### config.mk
export PLATFORM = sky130hd
export DESIGN_NAME = wishbone_bus_arbiter
export DESIGN_NICKNAME = d
export VERILOG_FILES = /design/src/rtl/wb_bus_pkg.sv /design/src/rtl/wb_rr_arbiter.sv /design/src/rtl/wishbone_bus_arbiter.sv
export SDC_FILE = /design/constraint.sdc
export NUM_CORES = 1
export LEC_CHECK = 0
export BUFFER_PORTS_ARGS = -buffer_cell sky130_fd_sc_hd__buf_2
export CAP_MARGIN = 10
export CORE_AREA = 2 2 110 112
export DETAILED_ROUTE_END_ITERATION = 8
export DIE_AREA = 0 0 112 114
export GPL_ROUTABILITY_DRIVEN = 0
export GPL_TIMING_DRIVEN = 1
export MAX_ROUTING_LAYER = met4
export SLEW_MARGIN = 5
export SYNTH_ARGS = -nofsm -noshare
export SYNTH_HDL_FRONTEND = slang
export SYNTH_SLANG_ARGS = --single-unit
### constraint.sdc
create_clock -name wb_clk_i -period 1.25 [get_ports wb_clk_i]
set_input_delay 0.1875 -clock wb_clk_i [delete_from_list [all_inputs] [get_ports wb_clk_i]]
set_output_delay 0.1875 -clock wb_clk_i [all_outputs]
set_load 0.02 [all_outputs]
### src/rtl/wb_bus_pkg.sv
//------------------------------------------------------------------------------
// Module  : wb_bus_pkg
// Brief   : Shared Wishbone bus types and constants for the arbiter and splitter.
// Revision: 1.0 - initial release
//------------------------------------------------------------------------------
`default_nettype none

package wb_bus_pkg;

    typedef enum logic [0:0] {
        IDLE    = 1'b0,
        GRANTED = 1'b1
    } arb_state_e;

    localparam int c_wb_addr_width = 32;
    localparam int c_wb_data_width = 32;

    // A zero timeout still needs a legal 1-bit counter declaration.
    function automatic int wdog_width(input int cycles);
        return (cycles <= 0) ? 1 : $clog2(cycles + 1);
    endfunction

endpackage

`default_nettype wire

### src/rtl/wb_rr_arbiter.sv
//------------------------------------------------------------------------------
// Module  : wb_rr_arbiter
// Brief   : Combinational round-robin picker; searches upward from last_grant+1.
// Revision: 1.0 - initial release
//------------------------------------------------------------------------------
`default_nettype none

module wb_rr_arbiter #(
    parameter int NUM_MASTERS = 2,
    parameter int IDX_W       = $clog2(NUM_MASTERS)
) (
    input  logic [NUM_MASTERS-1:0] req,
    input  logic [IDX_W-1:0]       last_grant,
    output logic [NUM_MASTERS-1:0] grant,
    output logic [IDX_W-1:0]       grant_idx,
    output logic                   valid
);

    int               w_cand;
    logic [IDX_W-1:0] w_cand_idx;

    always_comb begin
        grant      = '0;
        grant_idx  = '0;
        valid      = 1'b0;
        w_cand     = 0;
        w_cand_idx = '0;
        for (int off = 1; off <= NUM_MASTERS; off++) begin
            w_cand     = (int'(last_grant) + off) % NUM_MASTERS;
            w_cand_idx = IDX_W'(w_cand);
            if (!valid && req[w_cand_idx]) begin
                valid             = 1'b1;
                grant_idx         = w_cand_idx;
                grant[w_cand_idx] = 1'b1;
            end
        end
    end

endmodule

`default_nettype wire

### src/rtl/wishbone_bus_arbiter.sv
//------------------------------------------------------------------------------
// Module  : wishbone_bus_arbiter
// Brief   : N-to-1 Wishbone Classic arbiter, round-robin, CYC-held grant, watchdog.
// Revision: 1.0 - initial release
//------------------------------------------------------------------------------
`default_nettype none

module wishbone_bus_arbiter
    import wb_bus_pkg::*;
#(
    parameter int NUM_MASTERS    = 2,
    parameter int ADDR_WIDTH     = 32,
    parameter int DATA_WIDTH     = 32,
    parameter int SEL_WIDTH      = DATA_WIDTH / 8,
    parameter int TIMEOUT_CYCLES = 255
) (
    input  logic                              wb_clk_i,
    input  logic                              wb_rst_ni,
    input  logic [NUM_MASTERS-1:0]            m_wb_cyc_i,
    input  logic [NUM_MASTERS-1:0]            m_wb_stb_i,
    input  logic [NUM_MASTERS-1:0]            m_wb_we_i,
    input  logic [NUM_MASTERS*ADDR_WIDTH-1:0] m_wb_adr_i,
    input  logic [NUM_MASTERS*DATA_WIDTH-1:0] m_wb_dat_i,
    input  logic [NUM_MASTERS*SEL_WIDTH-1:0]  m_wb_sel_i,
    output logic [DATA_WIDTH-1:0]             m_wb_dat_o,
    output logic [NUM_MASTERS-1:0]            m_wb_ack_o,
    output logic [NUM_MASTERS-1:0]            m_wb_err_o,
    output logic                              s_wb_cyc_o,
    output logic                              s_wb_stb_o,
    output logic                              s_wb_we_o,
    output logic [ADDR_WIDTH-1:0]             s_wb_adr_o,
    output logic [DATA_WIDTH-1:0]             s_wb_dat_o,
    output logic [SEL_WIDTH-1:0]              s_wb_sel_o,
    input  logic [DATA_WIDTH-1:0]             s_wb_dat_i,
    input  logic                              s_wb_ack_i,
    input  logic                              s_wb_err_i,
    output logic [NUM_MASTERS-1:0]            grant_o
);

    localparam int c_idx_w = $clog2(NUM_MASTERS);
    localparam int c_cnt_w = wdog_width(TIMEOUT_CYCLES);

    arb_state_e               r_state;
    logic [NUM_MASTERS-1:0]   r_grant;
    logic [c_idx_w-1:0]       r_grant_idx;
    logic [c_idx_w-1:0]       r_last_grant;
    logic                     r_to_err;

    logic [NUM_MASTERS-1:0]   w_arb_grant;
    logic [c_idx_w-1:0]       w_arb_idx;
    logic                     w_arb_valid;
    logic                     w_release;

    logic [ADDR_WIDTH-1:0]    w_adr [NUM_MASTERS];
    logic [DATA_WIDTH-1:0]    w_dat [NUM_MASTERS];
    logic [SEL_WIDTH-1:0]     w_sel [NUM_MASTERS];

    for (genvar i = 0; i < NUM_MASTERS; i++) begin : g_slice
        assign w_adr[i] = m_wb_adr_i[i*ADDR_WIDTH +: ADDR_WIDTH];
        assign w_dat[i] = m_wb_dat_i[i*DATA_WIDTH +: DATA_WIDTH];
        assign w_sel[i] = m_wb_sel_i[i*SEL_WIDTH +: SEL_WIDTH];
    end

    wb_rr_arbiter #(
        .NUM_MASTERS (NUM_MASTERS),
        .IDX_W       (c_idx_w)
    ) u_rr_arbiter (
        .req        (m_wb_cyc_i),
        .last_grant (r_last_grant),
        .grant      (w_arb_grant),
        .grant_idx  (w_arb_idx),
        .valid      (w_arb_valid)
    );

    assign w_release = (r_state == GRANTED) && !m_wb_cyc_i[r_grant_idx];

    always_ff @(posedge wb_clk_i or negedge wb_rst_ni) begin
        if (!wb_rst_ni) begin
            r_state      <= IDLE;
            r_grant      <= '0;
            r_grant_idx  <= '0;
            r_last_grant <= c_idx_w'(NUM_MASTERS - 1);
        end else begin
            case (r_state)
                IDLE: begin
                    if (w_arb_valid) begin
                        r_state     <= GRANTED;
                        r_grant     <= w_arb_grant;
                        r_grant_idx <= w_arb_idx;
                    end
                end
                GRANTED: begin
                    // Grant is only surrendered when the owner ends its cycle.
                    if (w_release) begin
                        r_state      <= IDLE;
                        r_grant      <= '0;
                        r_last_grant <= r_grant_idx;
                    end
                end
                default: r_state <= IDLE;
            endcase
        end
    end

    if (TIMEOUT_CYCLES > 0) begin : g_wdog
        logic [c_cnt_w-1:0] r_wdog_cnt;

        always_ff @(posedge wb_clk_i or negedge wb_rst_ni) begin
            if (!wb_rst_ni) begin
                r_wdog_cnt <= '0;
                r_to_err   <= 1'b0;
            end else if (r_state != GRANTED || w_release || !s_wb_stb_o ||
                         s_wb_ack_i || s_wb_err_i) begin
                r_wdog_cnt <= '0;
                r_to_err   <= 1'b0;
            end else if (r_wdog_cnt == c_cnt_w'(TIMEOUT_CYCLES - 1)) begin
                r_wdog_cnt <= '0;
                r_to_err   <= 1'b1;
            end else begin
                r_wdog_cnt <= r_wdog_cnt + 1'b1;
                r_to_err   <= 1'b0;
            end
        end
    end else begin : g_no_wdog
        assign r_to_err = 1'b0;
    end

    always_comb begin
        s_wb_cyc_o = 1'b0;
        s_wb_stb_o = 1'b0;
        s_wb_we_o  = 1'b0;
        s_wb_adr_o = '0;
        s_wb_dat_o = '0;
        s_wb_sel_o = '0;
        m_wb_ack_o = '0;
        m_wb_err_o = '0;
        m_wb_dat_o = '0;
        if (r_state == GRANTED) begin
            s_wb_cyc_o = m_wb_cyc_i[r_grant_idx];
            s_wb_stb_o = m_wb_stb_i[r_grant_idx] & ~r_to_err;
            s_wb_we_o  = m_wb_we_i[r_grant_idx];
            s_wb_adr_o = w_adr[r_grant_idx];
            s_wb_dat_o = w_dat[r_grant_idx];
            s_wb_sel_o = w_sel[r_grant_idx];
            // A late slave response in the timeout cycle is swallowed.
            m_wb_ack_o[r_grant_idx] = s_wb_ack_i & ~r_to_err;
            m_wb_err_o[r_grant_idx] = (s_wb_err_i & ~r_to_err) | r_to_err;
            m_wb_dat_o = s_wb_dat_i;
        end
    end

    assign grant_o = r_grant;

endmodule

`default_nettype wire
; ---- After elaboration in Yosys (flattened, before gate mapping)
; Index checks and enable logic that the tools add are counted.
[totals]
register_bits = 14
in_bits = 178
output_inout_bits = 109
elab_cells = 94
[classes]
add_sub_neg = 3
magnitude_cmp = 7
n_eq_ne = 3
muxes = 50
bitwise = 10
reduce_logical = 15
[ops]
columns = operator, count
row1 = $mux W32, 9
row2 = $mux W1, 24
row3 = $mux W4, 4
row4 = $mux W8, 2
row5 = $mux W2, 6
row6 = $add A8 B1 Y8 const B, 1
row7 = $eq A8 B8 Y1 const B, 1
row8 = $lt A1 B2 Y1 const B, 3
row9 = $reduce_and A2 Y1, 3
row10 = $logic_and A1 B1 Y1, 5
row11 = $and A2 B2 Y2, 2
row12 = $logic_or A1 B1 Y1, 4
row13 = $ne A2 B1 Y1 const B, 2
row14 = $pmux W2 S2, 1
row15 = $and A1 B1 Y1, 3
row16 = $demux W1 S1, 3
row17 = $ge A1 B1 Y1 const B, 3
row18 = $logic_not A1 Y1, 3
row19 = $add A1 B1 Y1 const B, 2
row20 = $ge A2 B2 Y1 const B, 1
row21 = $not A1 Y1, 2
row22 = $not A1 Y2, 1
row23 = $or A2 B2 Y2, 1
row24 = $pmux W1 S2, 1
row25 = $or A1 B1 Y1, 1

; ---- Depth between registers and ports, before layout
; Gate-level depths: netlist of run 1.
[depth]
ltp_word = 10
mapped_depth = 5
ltp_nobuf = 5

; ---- Cells and area by module
; A second synthesis of run 1 with hierarchy kept.
[unflattened]
hier_cells = 264
area_unflattened_um2 = 2006.9
[modules_own_cells]
columns = module, instances, cells_each, area_per_inst_um2, seq_area_each_um2
row1 = wishbone_bus_arbiter, 1, 259, 1974.4, 351.6
row2 = wb_rr_arbiter, 1, 5, 32.5, 0.0

; ---- Worst setup path before layout of run 1
; No wires, ideal clock.
[synth_timing]
path_kind = register to output
startpoint = reg r_grant_idx
endpoint = out s_wb_adr_o[0]
arrival_time_ps = 1210
t_required_ps = 1062
slack_ps = -147
stages_incl_launch_ff = 5
n_path_buf = 2
cell_sequence = dfrtp_1 -> buf_2 -> buf_2 -> mux2i_1 -> nor2_1
[synth_via]
elab_chain_len = 5
[synth_rtl]
columns = element, line
row1 = from (decl), wishbone_bus_arbiter.sv:45  ; logic [c_idx_w-1:0] r_grant_idx;
row2 = from (signal assigned), wishbone_bus_arbiter.sv:89  ; r_grant_idx <= w_arb_idx;
row3 = $not A1 Y2 (implied by the code), wishbone_bus_arbiter.sv:142  ; s_wb_adr_o = w_adr[r_grant_idx];
row4 = $mux W32 (implied by the code) (3 in a row), wishbone_bus_arbiter.sv:142
row5 = $mux W32, wishbone_bus_arbiter.sv:138  ; if (r_state == GRANTED) begin
row6 = to (decl), wishbone_bus_arbiter.sv:31  ; output logic [ADDR_WIDTH-1:0] s_wb_adr_o,
; No other way between the ends. The select of a mux whose other input is x is not followed.

; ---- Worst setup path in the final report of run 1
[layout_timing]
startpoint = reg r_grant_idx
endpoint = out s_wb_sel_o[0]
[layout_via]
elab_chain_len = 5
[layout_rtl]
columns = element, line
row1 = $not A1 Y2 (implied by the code), wishbone_bus_arbiter.sv:144  ; s_wb_sel_o = w_sel[r_grant_idx];
row2 = $mux W4 (implied by the code) (3 in a row), wishbone_bus_arbiter.sv:144
row3 = $mux W4, wishbone_bus_arbiter.sv:138
row4 = to (decl), wishbone_bus_arbiter.sv:33  ; output logic [SEL_WIDTH-1:0] s_wb_sel_o,
; No other way between the ends. The select of a mux whose other input is x is not followed.

==> impl_metrics.yaml, run 1 <==
cells_and_area:
  finish.net_count: 773
  final_design_area_no_fill_um2: 5290
  area_growth_syn_to_layout_pct: 168
  inserted_diodes: 0
  drive_above_1_share_pct: 83.4
  final_core_util_pct: 45.2
  layout.area.seq_um2: 357
  nFillCells: 1145
  multi_input_comb_area_um2: 2090
logic_synthesis:
  syn_area_per_cell_um2: 7.31
  synth.yosys.warnings: 0
  synthesis.instances: 270
  synth_mux_area_share_pct: 36.1
  synth_sequential_area_ratio_pct: 17.8
  main_combinational_cell_family_by_area_after_synthesis: "multiplexers"
  ys_top_cells_by_count: "sky130_fd_sc_hd__nor2_1 (77), sky130_fd_sc_hd__mux2i_1 (69), sky130_fd_sc_hd__and2_1 (34)"
  asyncSetResetFlopFracSynth_pct: 100
  synth-xor-area-share_pct: 1.33
  synth_fp_nets: 450
  synth-adder-area-share_pct: 1.27
  synth_top_cells_by_area: "sky130_fd_sc_hd__mux2i_1 (35%), sky130_fd_sc_hd__dfrtp_1 (16%), sky130_fd_sc_hd__nor2_1 (15%), sky130_fd_sc_hd__and2_1 (11%), sky130_fd_sc_hd__buf_2 (2.3%)"
  synth_largest_area_cell: "sky130_fd_sc_hd__mux2i_1"
  synth_compound_area_share_pct: 4.88
  synth_simple_gate_area_share_pct: 32.5
  ys_types: 27
  synth_enable_flop_cells: 0
  area_of_the_mapped_netlist_um2: 1970
  synth_ff_type: "sky130_fd_sc_hd__dfrtp_1"
  yosys_register_bits: 14
  synth_top_area_share_pct: 35.0
  synthMostInstantiatedCell: "sky130_fd_sc_hd__nor2_1"
worst_setup_path:
  start_kind: "flip-flop"
  critical_path.max_stage_delay_ns: 0.51
  worst_path_max_delay_cell: "sky130_fd_sc_hd__dfrtp_4"
  worstPathRequired_ns: 1.06
  top_cell_by_count_worst_path: "sky130_fd_sc_hd__buf_12"
  critPathMaxFanout: 9
  worstPathArrival_ns: 1.52
  endpoint_kind: "primary output"
  start_to_end_type_of_the_worst_setup_path: "reg -> out"
  cell_by_cell_listing_of_the_critical_path: "buf_12 -> buf_12 -> mux2i_2 -> nor2_2 -> buf_2"
sta:
  report.final.hold_viol_count: 0
  tightest_slew_ns: 0.322
  worst_setup_slack_final_ns: -0.453
  relSlewSlack_pct: 78.5
  fin_crit_ns: 1.70
  whs_ns: 0.272
  rsz0062_at_grt: "yes"
  slew_viol_final: 0
  final.setup.tns_ns: -37.82
  skew_ns: 0.00237
  finalSetupViolCount: 118
  timing.final.crit_share_pct: 136
  fmaxAchievable_ghz: 0.587
pwr:
  power.density_cell_area_nw_per_um2: 1560
  vdd_ir_drop_max_mv: 0.889
  finalPower_mw: 8.23
  leakage_nw: 2.68
run_status:
  violations: "negative setup slack"
  status: "finished with violations"
clock_network:
  clk_pin_slew_ns: 0.05
  cts_tree: "done"
  clockBufferDepth: 2
  numClockSinks: 14
  clock_tree.htree_level_count: 1
  cts-root-buf: "sky130_fd_sc_hd__clkbuf_16"
  tritoncts_buffer_count: 3
  clock_insertion_delay_worst_skew_ns: 0.24
placed_design:
  placement.cell_area_um2: 3990
  detailedPlacementHpwl_um: 7770
  io_buffers: 286
grt:
  grt_first_pass_wirelength_um: 15000
  first_global_vias: 2885
  grt_overflow: 0
  number_of_antenna_violations_at_the_first_check_in_global_routing: 0
  grt_start_max_net_pins: 21
  globalRouteTotalUtil_pct: 14.8
routing:
  top_layer_used: "met4"
  detail_route.iter0.violations: 72
  met2_length_um: 6220
  drt_wl_total_um: 11100
  remaining_drc_errors: 0
  via_count: 3142
  wl_met3_um: 685
  detail_route.first_pass.iterations: 4
  m1WireLength_um: 4120
  wl_per_cell_um: 15.1
  drt-vias-per-instance: 4.25
  final_antenna_net_count: 0
die:
  floorplan.core_area_um2: 11700
  placement_rows: 40
  die_area_um2: 12800
  initial_util_pct: 16.8
  number_of_i_o_pins: 287
  die_y_um: 114
  dieWidth_um: 112
run:
  max_cap_violations: 0
min_path:
  timing.hold.worst.class: "in -> reg"
-- kinds of logic (layout without fill, tap and decap cells) --
| logic type | Yosys count | in the layout |
|---|---|---|
| AOI/OAI and AO/OA | 17 | 17 |
| buffers and inverters | 29 | 351 |
| DFF | 14 | 14 |
| and+or+nand+nor | 134 | 134 |
| adders and majority gates | 2 | 2 |
| xor gates and xnor gates | 3 | 3 |
| muxes | 71 | 71 |
-- worst max-delay path: cells and delay by family (launching register included) --
kind | cells | cell delay [ns]
flops | 1 | 0.51
buf+inv | 3 | 0.48
mux | 1 | 0.23
simple gates | 1 | 0.05
-- routing by layer --
layer  up-vias  global-route usage (%)
met1      1451                    17.0
met2       130                    28.0
met5         -                       -
li1       1547                       -
met4         0                    2.68
met3        14                    1.97
-- per-stage QoR --
step | cells | setup WS (ns)
2_1_floorplan | 270 | -0.0846
3_3_place_gp | 711 | -0.185
3_5_place_dp | 711 | -0.247
4_1_cts | 728 | -0.432
5_1_grt | 739 | -0.491
6_report | 739 | -0.453
-- state kept, by name (all words and copies together), names as in the netlist --
| register | cells |
|---|---|
| r_to_err | 1 |
| grant_o | 2 |
| r_state | 1 |
| r_last_grant | 1 |
| g_wdog.r_wdog_cnt | 8 |
| r_grant_idx | 1 |
-- placed cells by master (no fill, tap or decap), types with 4 or more instances in the layout --
master                      count
sky130_fd_sc_hd__buf_2        212
sky130_fd_sc_hd__buf_6         70
sky130_fd_sc_hd__nor2_2        68
sky130_fd_sc_hd__mux2i_1       46
sky130_fd_sc_hd__buf_4         36
sky130_fd_sc_hd__and2_4        33
sky130_fd_sc_hd__mux2i_2       13
sky130_fd_sc_hd__buf_12        12
sky130_fd_sc_hd__dfrtp_1       11
sky130_fd_sc_hd__mux2i_4       10
sky130_fd_sc_hd__inv_1          7
sky130_fd_sc_hd__nor2_1         6
sky130_fd_sc_hd__clkbuf_16      6
sky130_fd_sc_hd__nand2_1        4
sky130_fd_sc_hd__nor3_4         4
sky130_fd_sc_hd__nand3_1        4
sky130_fd_sc_hd__a21oi_1        4
-- cell type report --
class,count,share of cell area (%)
Sequential cell,14,6.74
Inverter,9,0.828
Tap cell,147,3.48
Multi-Input combinational cell,227,39.4
Clock buffer,4,1.68
Timing Repair Buffer,338,47.8
-- power breakdown --
part	switching [mW]	total (mW)	internal (mW)
Combinational	3.38	6.94	3.55
Clock	0.188	0.673	0.485
Sequential	0.0844	0.620	0.536
Total	3.66	8.23	4.57
-- final timing paths --
kind	start	endpoint	cells after the start	slack [ns]
setup / recovery	r_grant_idx$_DFFE_PN0P_	s_wb_sel_o[0]	5	-0.45
hold reg to reg	grant_o[0]$_DFFE_PN0P_	grant_o[0]$_DFFE_PN0P_	2	0.52
max in group asynchronous	wb_rst_ni	r_last_grant$_DFFE_PN1P_	2	0.58
setup reg to reg	r_grant_idx$_DFFE_PN0P_	g_wdog.r_wdog_cnt[0]$_DFF_PN0_	6	-0.22
min in group asynchronous	wb_rst_ni	g_wdog.r_wdog_cnt[1]$_DFF_PN0_	2	0.38
hold / removal	m_wb_cyc_i[1]	r_grant_idx$_DFFE_PN0P_	3	0.27
-- repair_timing --
item                                    in CTS  in global routing
gates cloned                                 4                  3
hold buffers                                 1                  0
gates resized for setup                    130                141
endpoints found under the setup margin     117                118
buffers inserted                             8                 10
pin swaps                                    1                 15
hold endpoints to repair                    13                  0
No activity file was read; power rests on OpenSTA's default activity.
==> run 2, diff against run 1 <==
--- a/config.mk
+++ b/config.mk
@@ -7,9 +7,9 @@
 export LEC_CHECK = 0
 export BUFFER_PORTS_ARGS = -buffer_cell sky130_fd_sc_hd__buf_2
 export CAP_MARGIN = 10
-export CORE_AREA = 2 2 110 112
+export CORE_AREA = 2 2 111 113
 export DETAILED_ROUTE_END_ITERATION = 8
-export DIE_AREA = 0 0 112 114
+export DIE_AREA = 0 0 113 115
 export GPL_ROUTABILITY_DRIVEN = 0
 export GPL_TIMING_DRIVEN = 1
 export MAX_ROUTING_LAYER = met4
==> constraint.sdc (replaced) <==
create_clock -name wb_clk_i -period 2 [get_ports wb_clk_i]
set_input_delay 0.3 -clock wb_clk_i [delete_from_list [all_inputs] [get_ports wb_clk_i]]
set_output_delay 0.3 -clock wb_clk_i [all_outputs]
set_load 0.02 [all_outputs]
==> run 2 against run 1 <==
- the flow finishes with violations (design-rule violations)
- via count is 10% lower
- final area fell by 28%
- clock power fell by 38%
- first-iteration DRC count grew 110%
- register-to-register slack improved by 0.70 ns
- sequential share of layout area up 2.6 points
- flip-flop and latch count stayed put
- setup slack gained 0.55 ns
- total power fell by 56%
==> impl_metrics.yaml, run 2 (synthesis gave the netlist of run 1 again) <==
grt:
  grt_first_pass_wirelength_um: 13500
  grt_overflow: 0
  number_of_antenna_violations_at_the_first_check_in_global_routing: 0
  first_global_vias: 2580
  grt_start_max_net_pins: 39
  globalRouteTotalUtil_pct: 13.0
cells_and_area:
  inserted_diodes: 0
  drive_above_1_share_pct: 56.2
  largest_reg_flops: 8
  nFillCells: 1294
  largest_register: "g_wdog.r_wdog_cnt"
  finish.net_count: 736
  multi_input_comb_area_um2: 1500
  final_common_cell: "sky130_fd_sc_hd__buf_2"
  area_growth_syn_to_layout_pct: 91.8
  most_frequent_cells_in_the_layout: "sky130_fd_sc_hd__buf_2 (286), sky130_fd_sc_hd__nor2_1 (77), sky130_fd_sc_hd__mux2i_1 (69), sky130_fd_sc_hd__and2_1 (34), sky130_fd_sc_hd__dfrtp_1 (12)"
  layout.area.seq_um2: 355
  layoutNonFillerInstCount: 702
clock_network:
  cts_resized: 0
  clk_pin_slew_ns: 0.05
  tritoncts_buffer_count: 3
  clock_insertion_delay_worst_skew_ns: 0.24
  cts_tree: "done"
  clock_tree.htree_level_count: 1
  numClockSinks: 14
  clockBufferDepth: 2
  cts-root-buf: "sky130_fd_sc_hd__clkbuf_16"
die:
  dieWidth_um: 113
  placement_rows: 40
  floorplan.core_area_um2: 11800
  die_area_um2: 13000
  die_y_um: 115
  number_of_i_o_pins: 287
  initial_util_pct: 16.7
worst_setup_path:
  critical_path.max_stage_delay_ns: 0.56
  endpoint_kind: "primary output"
  timing.critical_path.buf_inv: 3
  worst_path_max_delay_cell: "sky130_fd_sc_hd__dfrtp_4"
  timing.critical_path.max_delay_family: "flip-flops"
  worstPathArrival_ns: 1.61
  critPathMaxFanout: 20
  worstPathRequired_ns: 1.70
  start_to_end_type_of_the_worst_setup_path: "reg -> out"
  cell_by_cell_listing_of_the_critical_path: "buf_12 -> buf_4 -> mux2i_1 -> nor2_1 -> buf_2"
  start_kind: "flip-flop"
sta:
  report.final.hold_viol_count: 0
  timing.final.crit_share_pct: 95.3
  finalSetupViolCount: 0
  slew_viol_final: 0
  tightest_slew_ns: 0.520
  fmaxAchievable_ghz: 0.525
  rsz0062_at_grt: "no"
  final.setup.tns_ns: 0
  skew_ns: 0.00378
  whs_ns: 0.365
  relSlewSlack_pct: 65.2
  fin_crit_ns: 1.91
routing:
  via_count: 2826
  final_antenna_net_count: 0
  wl_per_cell_um: 13.3
  remaining_drc_errors: 20
  detail_route.first_pass.iterations: 6
  detail_route.iter0.violations: 151
  drt_wl_total_um: 9310
  drt-vias-per-instance: 4.03
pwr:
  vdd_ir_drop_max_mv: 0.414
  leakage_nw: 2.27
  power.density_cell_area_nw_per_um2: 960
run:
  max_cap_violations: 0
run_status:
  status: "finished with violations"
  violations: "design-rule violations"
min_path:
  timing.hold.worst.class: "in -> reg"
placed_design:
  io_buffers: 286
  placed_cells_incl_taps: 697
  detailedPlacementHpwl_um: 7940
## run 2: worst paths after layout
kind | end | slack (ns) | cells after the start | startpoint
setup / recovery | s_wb_adr_o[20] | 0.09 | 5 | r_grant_idx$_DFFE_PN0P_
hold / removal | r_last_grant$_DFFE_PN1P_ | 0.37 | 3 | m_wb_cyc_i[0]
setup reg to reg | g_wdog.r_wdog_cnt[5]$_DFF_PN0_ | 0.48 | 3 | r_grant_idx$_DFFE_PN0P_
hold reg to reg | grant_o[0]$_DFFE_PN0P_ | 0.51 | 2 | grant_o[0]$_DFFE_PN0P_
max in group asynchronous | r_last_grant$_DFFE_PN1P_ | 1.22 | 2 | wb_rst_ni
min in group asynchronous | g_wdog.r_wdog_cnt[1]$_DFF_PN0_ | 0.48 | 2 | wb_rst_ni
## run 2: report_power, final
group / internal (mW) / switching, mW / total (mW)
Sequential: 0.333 / 0.0807 / 0.414
Combinational: 1.19 / 1.61 / 2.80
Clock: 0.303 / 0.116 / 0.419
Total: 1.83 / 1.81 / 3.63
## run 2: what timing repair did
item	in CTS	in global routing
setup buffers	0	0
hold buffers	1	0
hold endpoints to repair	13	0
## run 2: final cells by class
type | count | area share (%)
clock buffers | 4 | 2.35
inverters | 9 | 0.893
multi-input cells | 227 | 39.7
flip-flops and latches | 14 | 9.39
well taps | 147 | 4.86
repair buffers | 301 | 42.8
## run 2: per-stage QoR
stage                     area, um^2  utilization (%)  power, mW  worst slack (ns)
after global placement          3690             31.2       3.24             0.369
after CTS                       3780             32.0       3.68            0.0855
after detailed placement        3690             31.2       3.24             0.350
final                           3780             32.0       3.63            0.0936
after global routing            3780             32.0       3.88            0.0112
after floorplan                 1970                -       2.14             0.490
## run 2: worst register-to-register path, delay by kind of cell, from the launching register on
family / cells / cell delay (ns)
AO/OA/AOI/OAI: 1 / 0.27
flip-flops: 1 / 0.58
multiplexers: 1 / 0.34
AND/OR/NAND/NOR: 1 / 0.23
## run 2: layer usage
layer  track usage (%)  vias to the layer above  routed length [um]
met4              1.71                        0                  40
met2              22.1                      125                4460
met3              1.37                        5                 718
met5                 -                        -                   0
met1              17.1                     1225                4090
li1                  -                     1471                   -
